$ cat src/rtl/logic_basic_queue_generic_reader.sv
// Read-side controller for the generic basic queue.
// Issues storage reads against a credit budget so that a small register FIFO
// (the output skid buffer) can absorb every read still in flight when the
// downstream consumer stalls, while sustaining one word per cycle at any
// storage read latency.
module logic_basic_queue_generic_reader #(
   parameter int DATA_WIDTH    = 1,
   parameter int ADDRESS_WIDTH = 1,
   parameter int READ_LATENCY  = 1
) (
   input  logic                     aclk,
   input  logic                     areset_n,
   input  logic                     tx_tready,
   output logic                     tx_tvalid,
   output logic [DATA_WIDTH-1:0]    tx_tdata,
   input  logic [DATA_WIDTH-1:0]    read_data,
   output logic [ADDRESS_WIDTH-1:0] read_pointer,
   output logic                     read_enable,
   input  logic [ADDRESS_WIDTH:0]   capacity,
   output logic                     idle
);

   // Skid buffer holds every in-flight read plus one word being presented
   // and one word landing in the same cycle.
   localparam int DEPTH = READ_LATENCY + 2;
   localparam int CW    = $clog2(DEPTH + 1);
   localparam int PW    = $clog2(DEPTH);
   localparam logic [CW-1:0] DEPTH_C = CW'(DEPTH);

   // Number of set bits in the in-flight shift register.
   function automatic logic [CW-1:0] popcount(input logic [READ_LATENCY-1:0] v);
      logic [CW-1:0] sum;
      sum = {CW{1'b0}};
      for (int i = 0; i < READ_LATENCY; i++) begin
         sum = sum + {{(CW-1){1'b0}}, v[i]};
      end
      return sum;
   endfunction

   // Buffer index increment, wrapping at DEPTH (DEPTH is not a power of two).
   function automatic logic [PW-1:0] ptr_inc(input logic [PW-1:0] p);
      logic [PW-1:0] r;
      if (p == PW'(DEPTH - 1)) begin
         r = {PW{1'b0}};
      end else begin
         r = p + {{(PW-1){1'b0}}, 1'b1};
      end
      return r;
   endfunction

   logic [ADDRESS_WIDTH-1:0] read_pointer_r;
   logic [READ_LATENCY-1:0]  in_flight_r;
   logic [READ_LATENCY-1:0]  in_flight_next_s;
   logic [DATA_WIDTH-1:0]    mem_r [DEPTH];
   logic [PW-1:0]            wr_ptr_r;
   logic [PW-1:0]            rd_ptr_r;
   logic [PW-1:0]            rd_ptr_next_s;
   logic [CW-1:0]            count_r;
   logic [CW-1:0]            count_next_s;
   logic [CW-1:0]            credits_s;
   logic                     push_s;
   logic                     pop_s;
   logic                     read_enable_s;
   logic [DATA_WIDTH-1:0]    head_next_s;
   logic                     tx_tvalid_r;
   logic [DATA_WIDTH-1:0]    tx_tdata_r;
   logic                     idle_r;

   // Credit accounting, read strobe and next-state values of the skid buffer.
   always_comb begin
      credits_s     = DEPTH_C - (count_r + popcount(in_flight_r));
      read_enable_s = areset_n
                      && (capacity != {(ADDRESS_WIDTH+1){1'b0}})
                      && (credits_s != {CW{1'b0}});
      push_s        = in_flight_r[READ_LATENCY-1];
      pop_s         = tx_tvalid_r && tx_tready;

      case ({push_s, pop_s})
         2'b10:   count_next_s = count_r + {{(CW-1){1'b0}}, 1'b1};
         2'b01:   count_next_s = count_r - {{(CW-1){1'b0}}, 1'b1};
         default: count_next_s = count_r;
      endcase

      if (pop_s) begin
         rd_ptr_next_s = ptr_inc(rd_ptr_r);
      end else begin
         rd_ptr_next_s = rd_ptr_r;
      end

      in_flight_next_s    = {READ_LATENCY{1'b0}};
      in_flight_next_s[0] = read_enable_s;
      for (int i = 1; i < READ_LATENCY; i++) begin
         in_flight_next_s[i] = in_flight_r[i-1];
      end

      // The landing word becomes the head only when nothing older remains.
      if (push_s && (wr_ptr_r == rd_ptr_next_s)) begin
         head_next_s = read_data;
      end else begin
         head_next_s = mem_r[rd_ptr_next_s];
      end
   end

   // Control state: pointers, occupancy, in-flight tracking and outputs.
   always_ff @(posedge aclk) begin
      if (!areset_n) begin
         read_pointer_r <= {ADDRESS_WIDTH{1'b0}};
         in_flight_r    <= {READ_LATENCY{1'b0}};
         wr_ptr_r       <= {PW{1'b0}};
         rd_ptr_r       <= {PW{1'b0}};
         count_r        <= {CW{1'b0}};
         tx_tvalid_r    <= 1'b0;
         tx_tdata_r     <= {DATA_WIDTH{1'b0}};
         idle_r         <= 1'b1;
      end else begin
         if (read_enable_s) begin
            read_pointer_r <= read_pointer_r + {{(ADDRESS_WIDTH-1){1'b0}}, 1'b1};
         end
         if (push_s) begin
            wr_ptr_r <= ptr_inc(wr_ptr_r);
         end
         in_flight_r <= in_flight_next_s;
         rd_ptr_r    <= rd_ptr_next_s;
         count_r     <= count_next_s;
         tx_tvalid_r <= (count_next_s != {CW{1'b0}});
         tx_tdata_r  <= head_next_s;
         idle_r      <= (count_next_s == {CW{1'b0}})
                        && (in_flight_next_s == {READ_LATENCY{1'b0}})
                        && (capacity == {{ADDRESS_WIDTH{1'b0}}, read_enable_s});
      end
   end

   // Skid buffer storage; data-path only, so it carries no reset.
   always_ff @(posedge aclk) begin
      if (areset_n && push_s) begin
         mem_r[wr_ptr_r] <= read_data;
      end
   end

   assign read_enable  = read_enable_s;
   assign read_pointer = read_pointer_r;
   assign tx_tvalid    = tx_tvalid_r;
   assign tx_tdata     = tx_tdata_r;
   assign idle         = idle_r;

endmodule

$ cat config.mk
export PLATFORM = sky130hd
export DESIGN_NAME = logic_basic_queue_generic_reader
export DESIGN_NICKNAME = d
export VERILOG_FILES = /design/src/rtl/logic_basic_queue_generic_reader.sv
export SDC_FILE = /design/constraint.sdc
export NUM_CORES = 1
export LEC_CHECK = 0
export CAP_MARGIN = 40
export CORE_MARGIN = 8
export CORE_UTILIZATION = 50
export DETAILED_ROUTE_END_ITERATION = 10
export PLACE_DENSITY = 0.75
export RECOVER_POWER = 50
export SETUP_SLACK_MARGIN = 0.2
export SYNTH_ARGS = -nofsm -noshare
export SYNTH_HDL_FRONTEND = slang
export SYNTH_SLANG_ARGS = --single-unit
$ cat constraint.sdc
create_clock -name aclk -period 2 [get_ports aclk]
set_clock_uncertainty 0.1 [all_clocks]
set_input_delay 0.4 -clock aclk [delete_from_list [all_inputs] [get_ports aclk]]
set_output_delay 0.4 -clock aclk [all_outputs]
set_load 0.02 [all_outputs]
==> results of run 1 <==
==> layout make-up <==
class                      instances  area (µm²)
fill                             108       396.6
multi-input combinational         49       374.1
sequential                        14       310.3
timing repair buffer              20       170.2
clock buffer                       4       36.28
tap                               15       18.77
inverter                           3       11.26
==> metrics by stage <==
stage / area (µm²) / power, µW
after global placement: 847.1 / 807.5
final: 920.9 / 1040
after CTS: 917.1 / 1034
after floorplan: 706.9 / 672.6
after detailed placement: 847.1 / 816.4
after global routing: 920.9 / 1113
==> worst max path at each step <==
| stage | startpoint | slack (ps) | endpoint | cells past startpoint |
|---|---|---|---|---|
| floorplan | tx_tvalid | 330 | idle | 7 |
| global placement | areset_n | -310 | read_enable | 4 |
| detailed placement | areset_n | -320 | read_enable | 4 |
| CTS | areset_n | 200 | read_enable | 4 |
| global route | areset_n | 110 | mem_r[2] | 4 |
| finish | areset_n | 190 | mem_r[1] | 4 |
==> cell families after synthesis <==
kind of cell	count (synthesis)
AOI/OAI and AO/OA	10
buffers and inverters	7
xor gates and xnor gates	5
adders and majority gates	2
muxes	6
and+or+nand+nor	26
DFF	14
==> placed cells by master (no fill, tap or decap), types with 2 or more instances in the layout <==
cell type and count:
nor2_1 3, buf_4 10, nor3b_1 2, nand4_1 2, and2_1 2, clkdlybuf4s50_1 6
a21boi_0 2, a21oi_1 2, nor3_1 3, nor2b_1 3, dfxtp_1 11, mux2i_1 3
edfxtp_1 3, mux2_4 2, xnor2_1 2, xor2_1 3, clkbuf_4 3, nand2_1 5
inv_1 3
==> cell usage after synthesis, types with 3 or more instances <==
cell type,instances
xor2_1,3
nor2b_1,3
a21oi_1,3
mux2i_1,3
nand2_1,6
edfxtp_1,3
nor3_1,3
dfxtp_1,11
nor2_1,3
inv_1,3
==> per-layer routing <==
metal / up-vias / share of wire
met1: 257 / 0.47
met2: 6 / 0.48
met4: 0 / 0.0088
met3: 2 / 0.039
met5: - / 0
li1: 291 / -
==> flip-flops by register name (all words and copies together), names as in the netlist <==
name	count
mem_r	3
count_r	2
rd_ptr_r	2
wr_ptr_r	2
idle	1
in_flight_r	1
read_pointer	1
tx_tdata	1
tx_tvalid	1
==> repair_timing <==
item,CTS,global route
cloned,0,0
pin swaps,1,3
setup buffers,4,0
gates resized for setup,10,4
setup endpoints to repair,2,5
==> power groups by stage <==
stage | Clock [µW] | Sequential [µW] | Combinational (µW)
finish | 199 | 417 | 424
floorplan | 0 | 441 | 232
CTS | 205 | 416 | 413
global placement | 0 | 418 | 390
detailed placement | 0 | 422 | 395
global route | 217 | 427 | 469
==> worst reg2reg max path, cell delays in order (launching register included) <==
cell and delay, ps:
dfxtp_1 350, ha_2 180, xor2_1 200, a21oi_2 90, buf_4 130, buf_4 120
buf_4 120, buf_4 120, buf_4 120, mux2i_1 100
==> reports/qor.csv, run 1 <==
metric,value,unit
cell internal pwr,694.0,µW
largest family of logic cells by synthesized area,simple AND/OR/NAND/NOR gates,
Peak Freq,553.9,MHz
DP HPWL,983.6,µm
CP peak stage delay,490,ps
Die H,53.60,µm
Sink Count,14,
worst reg2reg endpoint,read_pointer,
"Slew Viols, Final",0,
Synth Area in Adders,0.03540,
RSZ-0062 raised after global routing,true,
HP Class,flop to flop,
Hold EP,read_pointer,
Num CTS Buffers,3,
"EDFF count, synth",3,
leakage power figure,0.0004008,µW
Final nets,99,
worst hold path depth,1,
DRT Wirelength,1369,µm
Hold Startpoint,read_pointer,
H-tree levels,1,
Final setup viols,0,
Post-Syn Nets,78,
status,"finished, final reports clean",
Max-cap violations,0,
R2R depth,9,
Clock Latency Late Sink,270,ps
Post-Synth Simple-Gate Area,0.2053,
Syn Inst Count,70,
Synth cell types,30,
Crit Path Class,input pin to flop,
crit start category,input pin,
Die W,53.60,µm
NetSw,346.5,µW
final worst slack,194.5,ps
Antenna Violating Nets Remaining,0,
Global Route met2 Usage,0.1719,
initial antenna violation count,0,
Switching Share,0.3330,
sequential-to-total area share from yosys stat,0.4389,
Clock Pin Slew Worst Setup and Hold Paths,80,ps
min cycle time layout,1806,ps
vias,556,
first-pass GRT wire length,2366,µm
remaining global-route overflow,0,
utilization after layout,0.6990,
minimum hold slack,366.4,ps
CTS tree,built,
vias in the first global route,563,
drt pass-1 iters,4,
cell taking the most area after synthesis,dfxtp_1,
clock share of power,0.192,
DRT iter0 DRCs,19,
"delay-heaviest family, CP",buffers and inverters,
hold_buf cts,0,
worst-path maximum fanout,11,
xor and xnor area share after synthesis,0.06195,
Final Hold Fails,0,
Slew headroom,0.7140,
IO Pins,11,
ranking of synthesized cells by area,"dfxtp_1 (31%), edfxtp_1 (13%), mux2i_1 (4.2%), mux2_4 (4.2%), xor2_1 (3.7%)",
final std cells w/o fill,105,
DRC,0,
YS warnings,0,
data required time of the worst path,1870,ps
worst vdd ir,854.4,µV
Root Driver,clkbuf_4,
ratio of cells with drive above 1 in the final layout,0.2333,
WP buf/inv,2,
Total Neg Setup Slack,0,ps
Synth Area in Compound Gates,0.09204,
die area,0.002873,mm²
port bufs,10,
# diodes,0,
"Cell Chain, Critical Path","clkdlybuf4s50_1, clkbuf_1, nand2_1, nor3b_1",
placed cell count,97,
Reg power frac,0.401,
most used routing layer,met2,
largest net degree at the start of global routing,13,
Rows,13,
RD Place Congestion,0.7371,
GRT Resource Usage Total,0.1110,
crit path DAT,1670,ps
GR Layer Usage met1,0.1326,
Worst path slowest cell,clkdlybuf4s50_1,
flop2flop setup slack,270,ps
ys async rst share,0,
Initial Utilization,0.5366,
number of synthesized register bits,14,
Core Area,0.001318,mm²
combinational power share,0.408,
met3 usage,0.03581,
synthesized area per cell,10.10,µm²
routed vias/inst,5.295,
Mapped Area,706.9,µm²
drt wl/cell,13.04,µm
Final Cycle Share,0.9028,
Worst-Margin Slew,429.0,ps
Area Overhead vs Synth,30.27,%
commonest register cell after synthesis,dfxtp_1,
Max clock buf depth,2,
PD cells,1130,mW/mm²
share of the synthesized area in the top cell type,0.3115,
post-place setup slack,-319.1,ps
Critical R2R Launch,in_flight_r,
mux cell area share after synthesis,0.1168,
crit path capture type,flop,
No activity file was read; power rests on OpenSTA's default activity.
==> inputs of run 2 (changes only) <==
--- a/config.mk
+++ b/config.mk
@@ -9,6 +9,7 @@
 export CORE_MARGIN = 8
 export CORE_UTILIZATION = 50
 export DETAILED_ROUTE_END_ITERATION = 10
+export HOLD_SLACK_MARGIN = 0.03
 export PLACE_DENSITY = 0.75
 export RECOVER_POWER = 50
 export SETUP_SLACK_MARGIN = 0.2
==> results of run 2 <==
Final layout, timing and power as in run 1 (identical DEF).
==> inputs of run 3 (changes only) <==
--- a/config.mk
+++ b/config.mk
@@ -6,10 +6,10 @@
 export NUM_CORES = 1
 export LEC_CHECK = 0
 export CAP_MARGIN = 40
-export CORE_MARGIN = 8
+export CORE_MARGIN = 2
 export CORE_UTILIZATION = 50
 export DETAILED_ROUTE_END_ITERATION = 10
-export HOLD_SLACK_MARGIN = 0.03
+export HOLD_SLACK_MARGIN = 0.08
 export PLACE_DENSITY = 0.75
 export RECOVER_POWER = 50
 export SETUP_SLACK_MARGIN = 0.2
==> run 3 against run 2 <==
Net effect:
- flip-flop and latch count did not move
- critical endpoint is now read_enable
- wire length is 9.2% higher
- highest routed layer unchanged
- cell area is 1.9% higher
- combinational power grew 13%
- largest cell class unchanged
==> reports/qor.csv, run 3 (same netlist as run 1, synthesis figures left out) <==
metric,value,unit,change
initial antenna violation count,0,,unchanged
post-route design area,938.4,µm²,was 920.9 µm²
Final setup viols,0,,unchanged
Switching Share,0.3577,,was 0.3330
Initial Utilization,0.5366,,unchanged
Slew headroom,0.7559,,was 0.7140
"Most flops, register",mem_r,,unchanged
vias,595,,was 556
Max-cap violations,0,,unchanged
# diodes,0,,unchanged
Peak Freq,546.0,MHz,was 553.9 MHz
crit start category,input pin,,unchanged
drt wl/cell,14.24,µm,was 13.04 µm
"delay-heaviest family, CP",buffers and inverters,,unchanged
leakage power figure,0.0003860,µW,was 0.0004008 µW
crit path capture type,primary output,,was flop
final worst slack,168.5,ps,was 194.5 ps
GRT Resource Usage Total,0.1789,,was 0.1110
Total Neg Setup Slack,0,ps,unchanged
first-pass GRT wire length,2332,µm,was 2366 µm
post-place setup slack,-357.7,ps,was -319.1 ps
min cycle time layout,1832,ps,was 1806 ps
Sink Count,14,,unchanged
cell internal pwr,689.8,µW,was 694.0 µW
Core Area,0.001318,mm²,unchanged
crit path DAT,1330,ps,was 1670 ps
vias in the first global route,575,,was 563
"Cell Chain, Critical Path","dlygate4sd3_1, o21ai_2, a21oi_2, buf_4",,"was clkdlybuf4s50_1, clkbuf_1, nand2_1, nor3b_1"
WP buf/inv,2,,unchanged
"most common cell after layout, fill and taps aside",dfxtp_1,,unchanged
RD Place Congestion,0.7256,,was 0.7371
data required time of the worst path,1500,ps,was 1870 ps
Final Hold Fails,0,,unchanged
Max clock buf depth,2,,unchanged
Worst-Margin Slew,356.9,ps,was 429.0 ps
Die H,41.60,µm,was 53.60 µm
clock share of power,0.159,,was 0.192
drt pass-1 iters,3,,was 4
Worst path slowest cell,dlygate4sd3_1,,was clkdlybuf4s50_1
placed cell count,96,,was 97
CTS tree,built,,unchanged
worst-path maximum fanout,3,,was 11
status,"finished, final reports clean",,unchanged
CP peak stage delay,560,ps,was 490 ps
DRT iter0 DRCs,11,,was 19
HP Class,flop to flop,,unchanged
Rows,13,,unchanged
Die W,41.60,µm,was 53.60 µm
Final Cycle Share,0.9158,,was 0.9028
Clock Latency Late Sink,280,ps,was 270 ps
die area,0.001731,mm²,was 0.002873 mm²
RSZ-0062 raised after global routing,true,,unchanged
"Slew Viols, Final",0,,unchanged
DRT Wirelength,1495,µm,was 1369 µm
ratio of cells with drive above 1 in the final layout,0.2444,,was 0.2333
IO Pins,11,,unchanged
DRC,0,,unchanged
Root Driver,clkbuf_4,,unchanged
combinational power share,0.446,,was 0.408
routed vias/inst,5.667,,was 5.295
remaining global-route overflow,0,,unchanged
Antenna Violating Nets Remaining,0,,unchanged
Area Overhead vs Synth,32.74,%,was 30.27%
NetSw,384.2,µW,was 346.5 µW
final std cells w/o fill,105,,unchanged
"commonest non-fill, non-tap cells in the layout","dfxtp_1 (11), buf_4 (10), nand2_1 (6), clkdlybuf4s50_1 (6)",,"was dfxtp_1 (11), buf_4 (10), clkdlybuf4s50_1 (6)"
Num CTS Buffers,3,,unchanged
Clock Pin Slew Worst Setup and Hold Paths,80,ps,about the same
PD cells,1144,mW/mm²,was 1130 mW/mm²
Final nets,99,,unchanged
largest net degree at the start of global routing,13,,unchanged
worst vdd ir,840.4,µV,was 854.4 µV
Reg power frac,0.396,,was 0.401
port bufs,10,,unchanged
hold_buf cts,0,,unchanged
H-tree levels,1,,unchanged
Largest register FFs,3,,unchanged
Crit Path Class,input pin to primary output,,was input pin to flop
DP HPWL,923.8,µm,was 983.6 µm
placed cell area,839.6,µm²,was 847.1 µm²
run 3: area by class of cell:
type,instances,area (µm²)
clock buffer,4,26.28
fill,103,379.1
inverter,3,11.26
multi-input combinational,49,404.1
sequential,14,310.3
tap,15,18.77
timing repair buffer,20,167.7
run 3: repair_timing:
action / 4_1_cts / 5_1_grt
gates cloned: 0 / 0
pin swaps: 1 / 3
endpoints found under the setup margin: 2 / 3
gates resized for setup: 10 / 6
buffers inserted: 4 / 1
run 3: stage by stage:
| stage | hold WS [ps] | power [µW] | utilization |
|---|---|---|---|
| after global placement | 357.8 | 801.3 | 0.6372 |
| after global routing | 408.7 | 1138 | 0.7123 |
| after floorplan | 398.9 | 672.6 | - |
| final | 374.4 | 1074 | 0.7123 |
| after detailed placement | 363.2 | 812.7 | 0.6372 |
| after CTS | 377.9 | 999.0 | 0.6828 |
run 3: metal layers:
| layer | part of all wire | wire length, µm | up-vias | GRT usage |
|---|---|---|---|---|
| met2 | 0.53 | 794 | 13 | 0.3000 |
| met4 | 0.019 | 28 | 0 | 0.1161 |
| met3 | 0.030 | 45 | 5 | 0.03913 |
| met1 | 0.42 | 627 | 291 | 0.2022 |
| met5 | 0 | 0 | - | 0 |
| li1 | - | - | 286 | - |
run 3: worst paths after layout:
path / endpoint / from / slack (ps) / depth (start not counted)
hold / removal: read_pointer / read_pointer / 370 / 1
hold reg to reg: read_pointer / read_pointer / 370 / 1
setup reg to reg: idle / in_flight_r / 240 / 8
setup / recovery: read_enable / areset_n / 170 / 4
run 3: power groups by stage:
| stage | sequential (µW) | clock, µW | combinational, µW |
|---|---|---|---|
| 3_5_place_dp | 424 | 0 | 389 |
| 6_report | 425 | 170 | 479 |
| 3_3_place_gp | 418 | 0 | 383 |
| 5_1_grt | 437 | 185 | 517 |
| 4_1_cts | 418 | 173 | 409 |
| 2_1_floorplan | 441 | 0 | 232 |
